File: src/rtl/battery_indicator.sv
// Battery pack status LED driver: level report on button press, charge state on USB,
// and a blinking red indication when the charger STAT pin toggles (fault).
module battery_indicator #(
    parameter int unsigned FAULT_WINDOW = 8192,
    parameter int unsigned BLINK_HALF   = 1024
) (
    input  logic clk,
    input  logic rst,
    input  logic level,
    input  logic button,
    input  logic usb,
    input  logic stat,
    input  logic pos,
    input  logic neg,
    output logic red,
    output logic green
);

    localparam int unsigned WW = $clog2(FAULT_WINDOW + 1);
    localparam int unsigned BW = (BLINK_HALF > 1) ? $clog2(BLINK_HALF) : 1;
    localparam logic [WW-1:0] WinLoad   = WW'(FAULT_WINDOW - 1);
    localparam logic [BW-1:0] BlinkLast = BW'(BLINK_HALF - 1);

    logic [5:0]    sync1_q, sync2_q;
    logic          level_s, button_s, usb_s, stat_s, pos_s, neg_s;
    logic          stat_prev_q;
    logic          stat_edge;
    logic          fault_q, fault_d;
    logic [WW-1:0] window_q, window_d;
    logic [BW-1:0] blink_q, blink_d;
    logic          blink_on_q, blink_on_d;
    logic          red_q, red_d, green_q, green_d;

    assign {level_s, button_s, usb_s, stat_s, pos_s, neg_s} = sync2_q;

    always_ff @(posedge clk) begin
        if (rst) begin
            sync1_q     <= '0;
            sync2_q     <= '0;
            stat_prev_q <= 1'b0;
            fault_q     <= 1'b0;
            window_q    <= '0;
            blink_q     <= '0;
            blink_on_q  <= 1'b0;
            red_q       <= 1'b0;
            green_q     <= 1'b0;
        end else begin
            sync1_q     <= {level, button, usb, stat, pos, neg};
            sync2_q     <= sync1_q;
            stat_prev_q <= stat_s;
            fault_q     <= fault_d;
            window_q    <= window_d;
            blink_q     <= blink_d;
            blink_on_q  <= blink_on_d;
            red_q       <= red_d;
            green_q     <= green_d;
        end
    end

    always_comb begin
        stat_edge  = usb_s & (stat_s ^ stat_prev_q);

        // Window counts down after each STAT edge and rests at zero.
        window_d = window_q;
        if (stat_edge) begin
            window_d = WinLoad;
        end else if (window_q != '0) begin
            window_d = window_q - 1'b1;
        end

        if (!usb_s) begin
            fault_d = 1'b0;
        end else if (stat_edge) begin
            fault_d = 1'b1;
        end else begin
            fault_d = fault_q && (window_q != '0);
        end

        // Blink phase restarts (red on) whenever a fault begins.
        blink_d    = blink_q;
        blink_on_d = blink_on_q;
        if (fault_d && !fault_q) begin
            blink_d    = '0;
            blink_on_d = 1'b1;
        end else if (fault_q) begin
            if (blink_q == BlinkLast) begin
                blink_d    = '0;
                blink_on_d = ~blink_on_q;
            end else begin
                blink_d = blink_q + 1'b1;
            end
        end

        // LED decision uses the next fault value so every path has the same latency.
        red_d   = 1'b0;
        green_d = 1'b0;
        if (fault_d) begin
            red_d = blink_on_d;
        end else if (usb_s) begin
            if (stat_s) begin
                green_d = 1'b1;
            end else if (neg_s && !pos_s) begin
                red_d   = 1'b1;
                green_d = 1'b1;
            end
        end else if (button_s) begin
            green_d = level_s;
            red_d   = ~level_s;
        end
    end

    assign red   = red_q;
    assign green = green_q;

endmodule

File: config.mk
export PLATFORM = sky130hd
export DESIGN_NAME = battery_indicator
export DESIGN_NICKNAME = d
export VERILOG_FILES = /design/src/rtl/battery_indicator.sv
export SDC_FILE = /design/constraint.sdc
export NUM_CORES = 1
export LEC_CHECK = 0
export ABC_AREA = 1
export BUFFER_PORTS_ARGS = -buffer_cell sky130_fd_sc_hd__buf_2
export CAP_MARGIN = 20
export CORE_ASPECT_RATIO = 0.5
export CORE_MARGIN = 4
export CORE_UTILIZATION = 45
export DETAILED_ROUTE_END_ITERATION = 8
export GPL_TIMING_DRIVEN = 0
export HOLD_SLACK_MARGIN = 0.06
export SYNTH_ARGS = -nofsm -noshare
export SYNTH_HDL_FRONTEND = slang
export SYNTH_SLANG_ARGS = --single-unit
File: constraint.sdc
create_clock -name clk -period 2.82 [get_ports clk]
set_input_delay 0 -clock clk [delete_from_list [all_inputs] [get_ports clk]]
set_output_delay 0 -clock clk [all_outputs]
set_load 0.01 [all_outputs]
==> results of run 1 <==
[worst max-delay path: cells and delay by family (launching register included)]
kind | cells | cell delay, ns
AND/OR/NAND/NOR | 4 | 0.47
flip-flops | 1 | 0.34
adder cells (fa/ha/maj) | 1 | 0.22
buffers and inverters | 1 | 0.18
AO/OA/AOI/OAI | 1 | 0.17
[flip-flops by register name, summed over array words and instances (netlist names)]
| signal | count |
|---|---|
| red | 1 |
| sync2_q | 6 |
| blink_on_q | 1 |
| green | 1 |
| fault_q | 1 |
| window_q | 14 |
| blink_q | 10 |
| stat_prev_q | 1 |
| sync1_q | 6 |
[area by class of cell]
type,instances,area [um2]
Clock inverter,2,13.8
Buffer,4,17.5
Tap cell,54,67.6
Inverter,40,150
Timing Repair Buffer,15,110
Multi-Input combinational cell,186,941
Sequential cell,41,821
Fill cell,408,1820
Clock buffer,6,82.6
[worst paths after layout]
path	startpoint	endpoint	slack (ns)
worst max-delay path	window_q[0]	window_q[2]	1.31
worst min register to register	sync1_q[3]	sync2_q[3]	0.41
worst min-delay path	sync1_q[3]	sync2_q[3]	0.41
worst max register to register	window_q[0]	window_q[2]	1.31
[cell usage after synthesis, drive strengths merged]
cell,instances
nand2,66
nor2,61
dfxtp,41
inv,40
nand3,23
a21oi,5
nand4,5
o21ai,5
xor2,5
a31oi,4
buf,4
ha,3
xnor2,2
and2,1
nand3b,1
nor3,1
nor3b,1
o21bai,1
o22ai,1
or2,1
[cell families after synthesis]
| family | synth area share (%) |
|---|---|
| adder cells (fa/ha/maj) | 1.95 |
| flip-flops | 42.5 |
| AO/OA/AOI/OAI | 4.80 |
| XOR/XNOR | 3.18 |
| buffers and inverters | 8.69 |
| AND/OR/NAND/NOR | 38.8 |
[metrics by stage]
stage          area [um2]  setup WS, ns  hold WS (ns)
3_3_place_gp         2040          1.33         0.199
4_1_cts              2200          1.31         0.408
2_1_floorplan        1930          1.58         0.107
6_report             2200          1.31         0.406
5_1_grt              2200          1.16         0.416
3_5_place_dp         2040          1.35         0.207
[report_power, final]
part	switching (mW)	leakage, nW	internal, mW
clock	0.207	0.0512	0.198
sequential	0.0841	0.336	0.666
combinational	0.450	0.638	0.272
[per-layer routing]
metal | part of all wire (%) | routed length (um) | vias to the layer above
met4 | 0.74 | 27 | 0
met2 | 44 | 1620 | 23
met1 | 51 | 1870 | 716
li1 | - | - | 878
met3 | 3.4 | 124 | 3
met5 | 0 | 0 | -
[layout by cell type, fill, tap and decap left out, types with 2 or more instances in the layout]
| master | Yosys | final |
|---|---|---|
| nand2_1 | 58 | 58 |
| nor2_1 | 50 | 50 |
| dfxtp_1 | 41 | 41 |
| inv_1 | 39 | 39 |
| nand3_1 | 21 | 21 |
| buf_2 | 2 | 10 |
| nor2_2 | 7 | 7 |
| nand2_2 | 7 | 7 |
| dlygate4sd3_1 | 0 | 7 |
| clkbuf_8 | 0 | 6 |
| o21ai_0 | 5 | 5 |
| a21oi_1 | 5 | 5 |
| xor2_1 | 5 | 5 |
| nor2_4 | 4 | 4 |
| nand4_1 | 4 | 4 |
| a31oi_1 | 4 | 4 |
| ha_1 | 3 | 3 |
| buf_1 | 2 | 2 |
| nand3_2 | 2 | 2 |
| xnor2_1 | 2 | 2 |
[timing repair]
item,CTS,global route
endpoints found under the setup margin,0,0
hold endpoints to repair,13,0
hold buffers,7,0
==> results.md, run 1 <==
* CTS Sinks at 41
* Worst reg2reg path depth at 7
* Yosys cell types at 28
* Drt pass-1 iters at 5
* Initial core utilization at 47.9%
* Critical path's largest stage delay at 0.34 ns
* Finished Core Util at 54.8%
* Placed wire-length estimate at 2680 um
* Via density at 4.66
* M3 GR Usage at 4.20%
* Layout cells sized above 1 at 14.6%
* Static Leak at 1.02 nW
* Cell Rows at 16
* Drt initial violations at 39
* CP Max Fanout at 6
* Seq/Total Area, Yosys at 42.5%
* Slowest-stage cell, CP: dfxtp_1
* Post-CTS sizing at 0
* Vert. Die Dim at 54.3 um
* Critical path launch point type: flip-flop
* Die ar. at 5460 um2
* DRC at 0
* Vias in the first global route at 1414
* GR Overflow Total at 0
* Crit path capture type: flip-flop
* Mapped Cells at 271
* Crit path arrival time at 1.67 ns
* F_max at 0.664 GHz
* Final Max Tran Viols at 0
* Via count at 1620
* Slew @ Worst Pin at 0.465 ns
* Biggest area consumer among synthesized cells: dfxtp_1
* Post-synthesis cell area at 1930 um2
* Die width at 101 um
* Post-layout instance count excluding filler cells at 348
* Critical path cell sequence: inv_1, ha_1, nand2_1, nor2_1, nand2_1, a31oi_1, nor2_1
* Tot Pwr at 1.88 mW
* Synthesis-to-layout area growth at 14.2%
* Post-synth net total at 282
* Final Wtd Congestion at 0.879
* Antenna violations before repair at 0
* First-pass GRT wire length at 6130 um
* Max_slew headroom at 69.0%
* Number of diodes at 0
* Inst Count DP at 333
* Hold path depth at 2
* Met1 GRT Util at 18.2%
* WP data required at 2.99 ns
* Yosys warns at 0
* Peak VDD IR at 0.502 mV
* Post-DRT Antenna Nets at 0
* GR peak layer: met2
* Root Buffer: clkbuf_8
* Final Cycle Share at 53.4%
* Crit Path Class: reg -> reg
* Setup tns final at 0 ns
* Clk slew on worst S/H paths at 0.08 ns
* Core area at 4020 um2
* CTS tree: yes
* Clock Skew at 0.00776 ns
* Power per cell area at 852 nW/um2
* Synth Register Bits at 41
* Tmin final at 1.51 ns
* Status: finished, final reports clean
* Overall global routing resource usage at 14.5%
* Hold Path Class: reg -> reg
* Post-synth top area share at 42.5%
* RSZ-0062 raised after global routing: false
* I/O Buffers at 8
* Detailed Route WL at 3640 um
* Clk buf depth at 2
* CTS buffer count at 5
* Clock latency on the worst-skew pair at 0.29 ns
* Final setup viols at 0
* Synth Area per Inst at 7.12 um2
* Largest net degree at the start of global routing at 14
* Num ports at 10
* # Max-Cap Violations at 0
* Final hold vios at 0
* # Post-CTS Setup Buffers at 0
* Area contributors post-synth: dfxtp_1 (43%), nand2_1 (11%), nor2_1 (9.7%)
* Final nets at 304
* Routing usage on met2 at 24.5%
* Routed WL per cell at 10.5 um
* H-tree depth at 2
Note: power is estimated with default switching activity, not from simulation.
==> inputs of run 2 (changes only) <==
ABC_AREA = 0   (was 1)
clock period = 1.4 ns   (was 2.82 ns; I/O delays follow)
==> run 2 against run 1 <==
- the flow now finishes with violations (negative setup slack)
- sequential share of layout area down 2.9 points
- utilization up 7.9 points
- cell count down 19%
- sequential power up 130%
- critical path type unchanged
==> results.md, run 2 <==
* Critical path cell sequence: nor4_4, nand4_4, a31oi_4, mux2_4
* Yosys warns at 0 (unchanged)
* Mapped Cells at 190 (-30%)
* Failing checks: negative setup slack
* Vert. Die Dim at 53.5 um (-1.4%)
* Number of diodes at 0 (unchanged)
* WHS at 0.441 ns (+0.0346 ns)
* Most common cell after layout, fill and taps aside: dfxtp_1
* Detailed Route WL at 4050 um (+11%)
* Final nets at 239 (-21%)
* Clock latency on the worst-skew pair at 0.29 ns (about the same)
* Tot Pwr at 5.18 mW (+180%)
* Layout cells sized above 1 at 37.1% (+22 points)
* Via density at 5.38 (+16%)
* Seq/Total Area, Yosys at 44.0% (+1.5 points)
* Critical path's largest stage delay at 0.37 ns (+0.03 ns)
* Power per cell area at 2100 nW/um2 (+150%)
* Finished Core Util at 62.6% (+7.9 points)
* Post-synth EDFFs at 0 (unchanged)
* Routed WL per cell at 14.3 um (+37%)
* Num ports at 10 (unchanged)
* Critical path's top delay family: simple AND/OR/NAND/NOR gates
* Via count at 1522 (-6.0%)
* Slowest-stage cell, CP: dfxtp_2
* Register area at 848 um2 (+3.4%)
* H-tree depth at 2 (unchanged)
* Yosys cell types at 49 (+75%)
* Final Max Tran Viols at 0 (unchanged)
* Final Cycle Share at 114% (+61 points)
* Crit path arrival time at 1.78 ns (+0.11 ns)
* Clk buf depth at 2 (unchanged)
* Post-synth net total at 201 (-29%)
* Max_slew headroom at 63.1% (-5.9 points)
* Synth cell count leaders: dfxtp_1 (41), nor2b_1 (13), nor2_1 (12)
* Biggest area consumer among synthesized cells: dfxtp_1
* Post-synth top area share at 44.0% (+1.5 points)
* F_max at 0.627 GHz (-5.6%)
* CTS buffer count at 5 (unchanged)
* Reg2Reg Launch Point: window_q[2]
* DRC at 0 (unchanged)
* Post-synthesis cell area at 1860 um2 (-3.4%)
* Synth Flop Type: dfxtp_1
* Slew @ Worst Pin at 0.553 ns (+0.0878 ns)
* Status: complete, but fails checks
* Tmin final at 1.60 ns (+0.0901 ns)
* Count leader, synth: dfxtp_1
* Asr flop ratio synth at 0% (unchanged)
* Final setup viols at 16 (+16)
* Core area at 3940 um2 (-2.0%)
* Overall global routing resource usage at 16.6% (+2.1 points)
* Synth Register Bits at 41 (unchanged)
* Initial core utilization at 47.3% (-0.68 points)
* Vias in the first global route at 1473 (+4.2%)
* Area contributors post-synth: dfxtp_1 (44%), nor2b_1 (4.4%), xor2_1 (3.3%)
* Drt initial violations at 24 (-38%)
* CTS tree: yes
* Root Buffer: clkbuf_8
* Worst Path Buf+Inv at 0 (-1)
* Placed wire-length estimate at 2480 um (-7.5%)
* # Max-Cap Violations at 0 (unchanged)
* Peak VDD IR at 1.29 mV (+160%)
* Hold wc startpoint: sync1_q[1]
* Die width at 99.0 um (-1.6%)
* Largest net degree at the start of global routing at 13 (-1)
* Antenna violations before repair at 0 (unchanged)
* I/O Buffers at 9 (+1)
* Cell Rows at 16 (unchanged)
* Drt pass-1 iters at 4 (-1)
* CP Launch Point: window_q[2]
* Post-DRT Antenna Nets at 0 (unchanged)
* Biggest register: window_q
* RSZ-0062 raised after global routing: true
* Crit path capture type: flip-flop
* GR Overflow Total at 0 (unchanged)
* WP data required at 1.58 ns (-1.41 ns)
* Clk slew on worst S/H paths at 0.08 ns (about the same)
* Final Wtd Congestion at 0.745 (-15%)
* Hold Path Class: reg -> reg
* CTS Sinks at 41 (unchanged)
* Synthesis-to-layout area growth at 32.5%
* First-pass GRT wire length at 6790 um (+11%)
* Commonest cells after routing, fill and taps aside: dfxtp_1 (25), buf_4 (16), nor2b_1 (13), dfxtp_2 (13), nor2_1 (11)
* CP Max Fanout at 7 (+1)
* Final worst slack at -0.196 ns (-1.51 ns)
* Final hold vios at 0 (unchanged)
* Die ar. at 5300 um2 (-3.0%)
* Synth Area per Inst at 9.81 um2 (+38%)
* # fillers at 332 (-19%)
* Crit Path Class: reg -> reg
* Max reg flops at 14 (unchanged)
* Static Leak at 0.915 nW (-11%)
* Top Registers: window_q (14), blink_q (10)
* Multi-input gate area in the final layout at 1110 um2 (+18%)
* Clock Skew at 0.00405 ns (-0.00371 ns)
* Critical path launch point type: flip-flop
[run 2: changes by cell type after synthesis, moves of 5 or more]
cell	delta
nor3_1	+6
a211oi_1	+6
nor2b_1	+13
nor2_1	-38
inv_1	-34
nor2_2	-7
clkbuf_1	+5
nand3_1	-15
and4_1	+6
nand2_2	-7
nand2_1	-49
[run 2: worst paths after layout]
kind / endpoint / slack [ns] / depth (start not counted)
setup / recovery: red / -0.20 / 4
setup reg to reg: red / -0.20 / 4
hold / removal: sync2_q[1] / 0.44 / 1
hold reg to reg: sync2_q[1] / 0.44 / 1
[run 2: per-layer routing]
| layer | GRT usage (%) | vias to the layer above | wire length, um | part of all wire (%) |
|---|---|---|---|---|
| met1 | 21.1 | 731 | 2030 | 50 |
| met2 | 27.2 | 10 | 1860 | 46 |
| met4 | 6.12 | 0 | 59 | 1.5 |
| met3 | 4.74 | 10 | 96 | 2.4 |
| met5 | 0 | - | 0 | 0 |
| li1 | - | 771 | - | - |
[run 2: cell families (layout without fill, tap and decap cells)]
| group | count (synthesis) | count (layout) | share of synthesized area, % |
|---|---|---|---|
| and+or+nand+nor | 85 | 85 | 30.7 |
| AOI/OAI and AO/OA | 34 | 34 | 13.2 |
| buffers and inverters | 15 | 54 | 4.09 |
| muxes | 2 | 2 | 1.21 |
| adders and majority gates | 3 | 3 | 2.01 |
| DFF | 41 | 41 | 44.0 |
| xor gates and xnor gates | 10 | 10 | 4.70 |
[run 2: area by class of cell]
type                            count  share of cell area (%)
Tap cell                           54                    2.74
Sequential cell                    41                    34.3
Buffer                              9                    2.48
Timing Repair Buffer               32                    9.98
Clock buffer                        7                    3.50
Multi-Input combinational cell    134                    45.0
Inverter                            5                   0.760
Clock inverter                      1                    1.22
[run 2: per-stage QoR]
step                      TNS, ns  worst slack [ns]  std cells  area [um2]
final                       -1.93            -0.196        283        2470
after floorplan            -0.800            -0.160        190        1930
after CTS                   -1.39            -0.166        279        2400
after detailed placement    -3.32            -0.373        253        2040
after global routing        -2.96            -0.243        283        2470
after global placement      -3.02            -0.357        253        2040
[run 2: repair_timing]
item | in CTS | in global routing
gates resized for setup | 28 | 10
buffers inserted | 11 | 4
pin swaps | 20 | 8
hold buffers | 7 | 0
endpoints found under the setup margin | 18 | 22
cloned | 1 | 0
endpoints found under the hold margin | 7 | 0
[run 2: power by group]
part           total [mW]  switching, mW  internal, mW
Clock               0.989          0.408         0.581
Combinational        2.43           1.13          1.30
Sequential           1.76          0.341          1.42
==> inputs of run 3 (changes only) <==
==> constraint.sdc (replaced) <==
create_clock -name clk -period 1.4 [get_ports clk]
set_input_delay 0.35 -clock clk [delete_from_list [all_inputs] [get_ports clk]]
set_output_delay 0.35 -clock clk [all_outputs]
set_load 0.01 [all_outputs]
==> run 3 against run 2 <==
- the run still ends with negative setup slack left
- combinational power down 5%
- cell count down 2.8%
- count of clock-buffer cells in the layout is the same
- sequential power hardly changed
- clock power decreased by 0.5%
- die area unchanged
- utilization shrank 2.5 points
- worst hold slack worse by 0.18 ns
- register-to-register slack barely moved
- wire length fell by 5.5%
- critical endpoint unchanged
==> results.md, run 3 (synthesis gave the netlist of run 2 again) <==
* Status: complete, but fails checks
* Failing checks: negative setup slack
* Vias in the first global route at 1439 (-2.3%)
* WP data required at 1.58 ns (about the same)
* Clock Skew at 0.00460 ns (+0.000549 ns)
* Placed wire-length estimate at 2480 um (unchanged)
* # Max-Cap Violations at 0 (unchanged)
* Finished Core Util at 60.1% (-2.5 points)
* Critical path cell sequence: nor4_4, nand4_4, a31oi_4, mux2_4
* Crit path arrival time at 1.78 ns (about the same)
* Core area at 3940 um2 (unchanged)
* Detailed Route WL at 3830 um (-5.5%)
* Hold wc startpoint: neg
* Routed WL per cell at 13.9 um (-2.7%)
* Clock latency on the worst-skew pair at 0.29 ns (about the same)
* Reg2Reg Launch Point: window_q[2]
* First-pass GRT wire length at 6630 um (-2.3%)
* # fillers at 342 (+3.0%)
* Layout cells sized above 1 at 37.6% (+0.44 points)
* F_max at 0.625 GHz (-0.23%)
* Final Max Tran Viols at 0 (unchanged)
* Design internal power at 3.23 mW (-2.2%)
* Worst Path Buf+Inv at 0 (unchanged)
* Tmin final at 1.60 ns (+0.00376 ns)
* Final setup viols at 16 (unchanged)
* Die ar. at 5300 um2 (unchanged)
* RSZ-0062 raised after global routing: true
* Drt initial violations at 35 (+46%)
* Final hold vios at 0 (unchanged)
* GR Overflow Total at 0 (unchanged)
* Vert. Die Dim at 53.5 um (unchanged)
* Hold Path Class: in -> reg
* Flop pwr share at 34.7% (+0.7 points)
* Clk slew on worst S/H paths at 0.08 ns (about the same)
* Max_slew headroom at 62.7% (-0.38 points)
* Hold_buf cts at 0 (-7)
* Die width at 99.0 um (unchanged)
* Drt pass-1 iters at 4 (unchanged)
* Power per cell area at 2120 nW/um2 (+1.1%)
* Most common cell after layout, fill and taps aside: dfxtp_1
* Comb pwr share at 45.7% (-1.2 points)
* Num ports at 10 (unchanged)
* Biggest register: window_q
* DRC at 0 (unchanged)
* Crit path capture type: flip-flop
* Final Cycle Share at 114% (+0.27 points)
* Worst reg2reg path depth at 4 (unchanged)
* Final Wtd Congestion at 0.745 (unchanged)
* Initial core utilization at 47.3% (unchanged)
* Top Registers: window_q (14), blink_q (10)
* Max reg flops at 14 (unchanged)
* Cell Rows at 16 (unchanged)
* Commonest cells after routing, fill and taps aside: dfxtp_1 (25), buf_4 (15), nor2b_1 (13), dfxtp_2 (13), nor2_1 (11)
* Sw Ratio at 35.8% (-0.46 points)
* Final nets at 231 (-3.3%)
* Clock share of power at 19.6% (+0.5 points)
* Final worst slack at -0.200 ns (-0.00376 ns)
* Via count at 1478 (-2.9%)
* Inst Count DP at 253 (unchanged)
* Clk buf depth at 2 (unchanged)
* I/O Buffers at 9 (unchanged)
* Crit Path Class: reg -> reg
* CTS tree: yes
* Post-DRT Antenna Nets at 0 (unchanged)
* Antenna violations before repair at 0 (unchanged)
* Peak VDD IR at 1.30 mV (+0.97%)
* Post-layout instance count excluding filler cells at 275 (-2.8%)
* Largest net degree at the start of global routing at 13 (unchanged)
* Slowest-stage cell, CP: dfxtp_2
* Switching power at 1.80 mW (-4.2%)
* Critical path launch point type: flip-flop
* Synthesis-to-layout area growth at 27.2%
* RR Endpoint: red
* Reg2reg setup slack at -0.20 ns (about the same)
* Critical path's top delay family: simple AND/OR/NAND/NOR gates
* H-tree depth at 2 (unchanged)
* CP Max Fanout at 7 (unchanged)
* Root Buffer: clkbuf_8
* Static Leak at 0.877 nW (-4.2%)
* CTS Sinks at 41 (unchanged)
* End of the worst hold path: sync1_q[0]
* Number of diodes at 0 (unchanged)
* Critical path's largest stage delay at 0.38 ns (about the same)
* Via density at 5.37 (about the same)
* Hold path depth at 2 (+1)
* CTS buffer count at 5 (unchanged)
* Slew @ Worst Pin at 0.559 ns (+0.00568 ns)
* Overall global routing resource usage at 16.2% (-0.37 points)
-- run 3: changes by cell type in the layout (fill, tap and decap cells not counted), sizes merged --
cell,change
buf,-1
dlygate4sd3,-7
-- run 3: worst reg2reg max path: stages (launching register included) --
cell and delay, ns:
dfxtp_2 0.38, nor4_4 0.35, nand4_4 0.22, a31oi_4 0.22
mux2_4 0.32
-- run 3: how the worst max path moves through the flow --
stage,from,to,slack (ns),depth (start not counted)
after detailed placement,window_q[9],red,-0.37,4
after CTS,window_q[7],window_q[8],-0.17,4
after floorplan,window_q[9],red,-0.16,4
after global placement,window_q[9],red,-0.36,4
final,window_q[2],red,-0.20,4
after global routing,window_q[7],window_q[8],-0.25,4
-- run 3: timing repair --
item | 4_1_cts | 5_1_grt
cloned | 1 | 0
pin swaps | 20 | 3
resized for setup | 28 | 7
endpoints found under the setup margin | 18 | 22
setup buffers | 11 | 3
-- run 3: metal layers --
layer / up-vias / part of all wire [%] / global-route usage (%)
li1: 753 / - / -
met1: 710 / 52 / 20.9
met2: 7 / 44 / 26.1
met3: 8 / 2.5 / 4.74
met4: 0 / 1.4 / 6.12
met5: - / 0 / 0
-- run 3: final cells by class --
cell class | instances | area (um2) | area share [%]
Inverter | 5 | 18.8 | 0.792
Clock inverter | 1 | 30.0 | 1.27
Sequential cell | 41 | 848 | 35.8
Tap cell | 54 | 67.6 | 2.85
Timing Repair Buffer | 24 | 169 | 7.12
Clock buffer | 7 | 86.3 | 3.64
Multi-Input combinational cell | 134 | 1090 | 46.0
Buffer | 9 | 61.3 | 2.59
-- run 3: power groups by stage --
stage / combinational (mW) / sequential, mW / clock, mW
after floorplan: 1.42 / 1.67 / 0
after global placement: 1.63 / 1.71 / 0
after detailed placement: 1.66 / 1.72 / 0
after CTS: 2.21 / 1.73 / 1.01
after global routing: 2.49 / 1.78 / 1.06
final: 2.30 / 1.74 / 0.984
-- run 3: per-stage QoR --
step	TNS [ns]	area, um2	setup slack (ns)	hold slack [ns]	power [mW]
2_1_floorplan	-0.800	1930	-0.160	0.414	3.08
3_3_place_gp	-3.02	2040	-0.357	0.419	3.34
3_5_place_dp	-3.32	2040	-0.373	0.425	3.38
4_1_cts	-1.39	2330	-0.166	0.253	4.95
5_1_grt	-3.12	2370	-0.253	0.264	5.33
6_report	-1.95	2370	-0.200	0.260	5.02
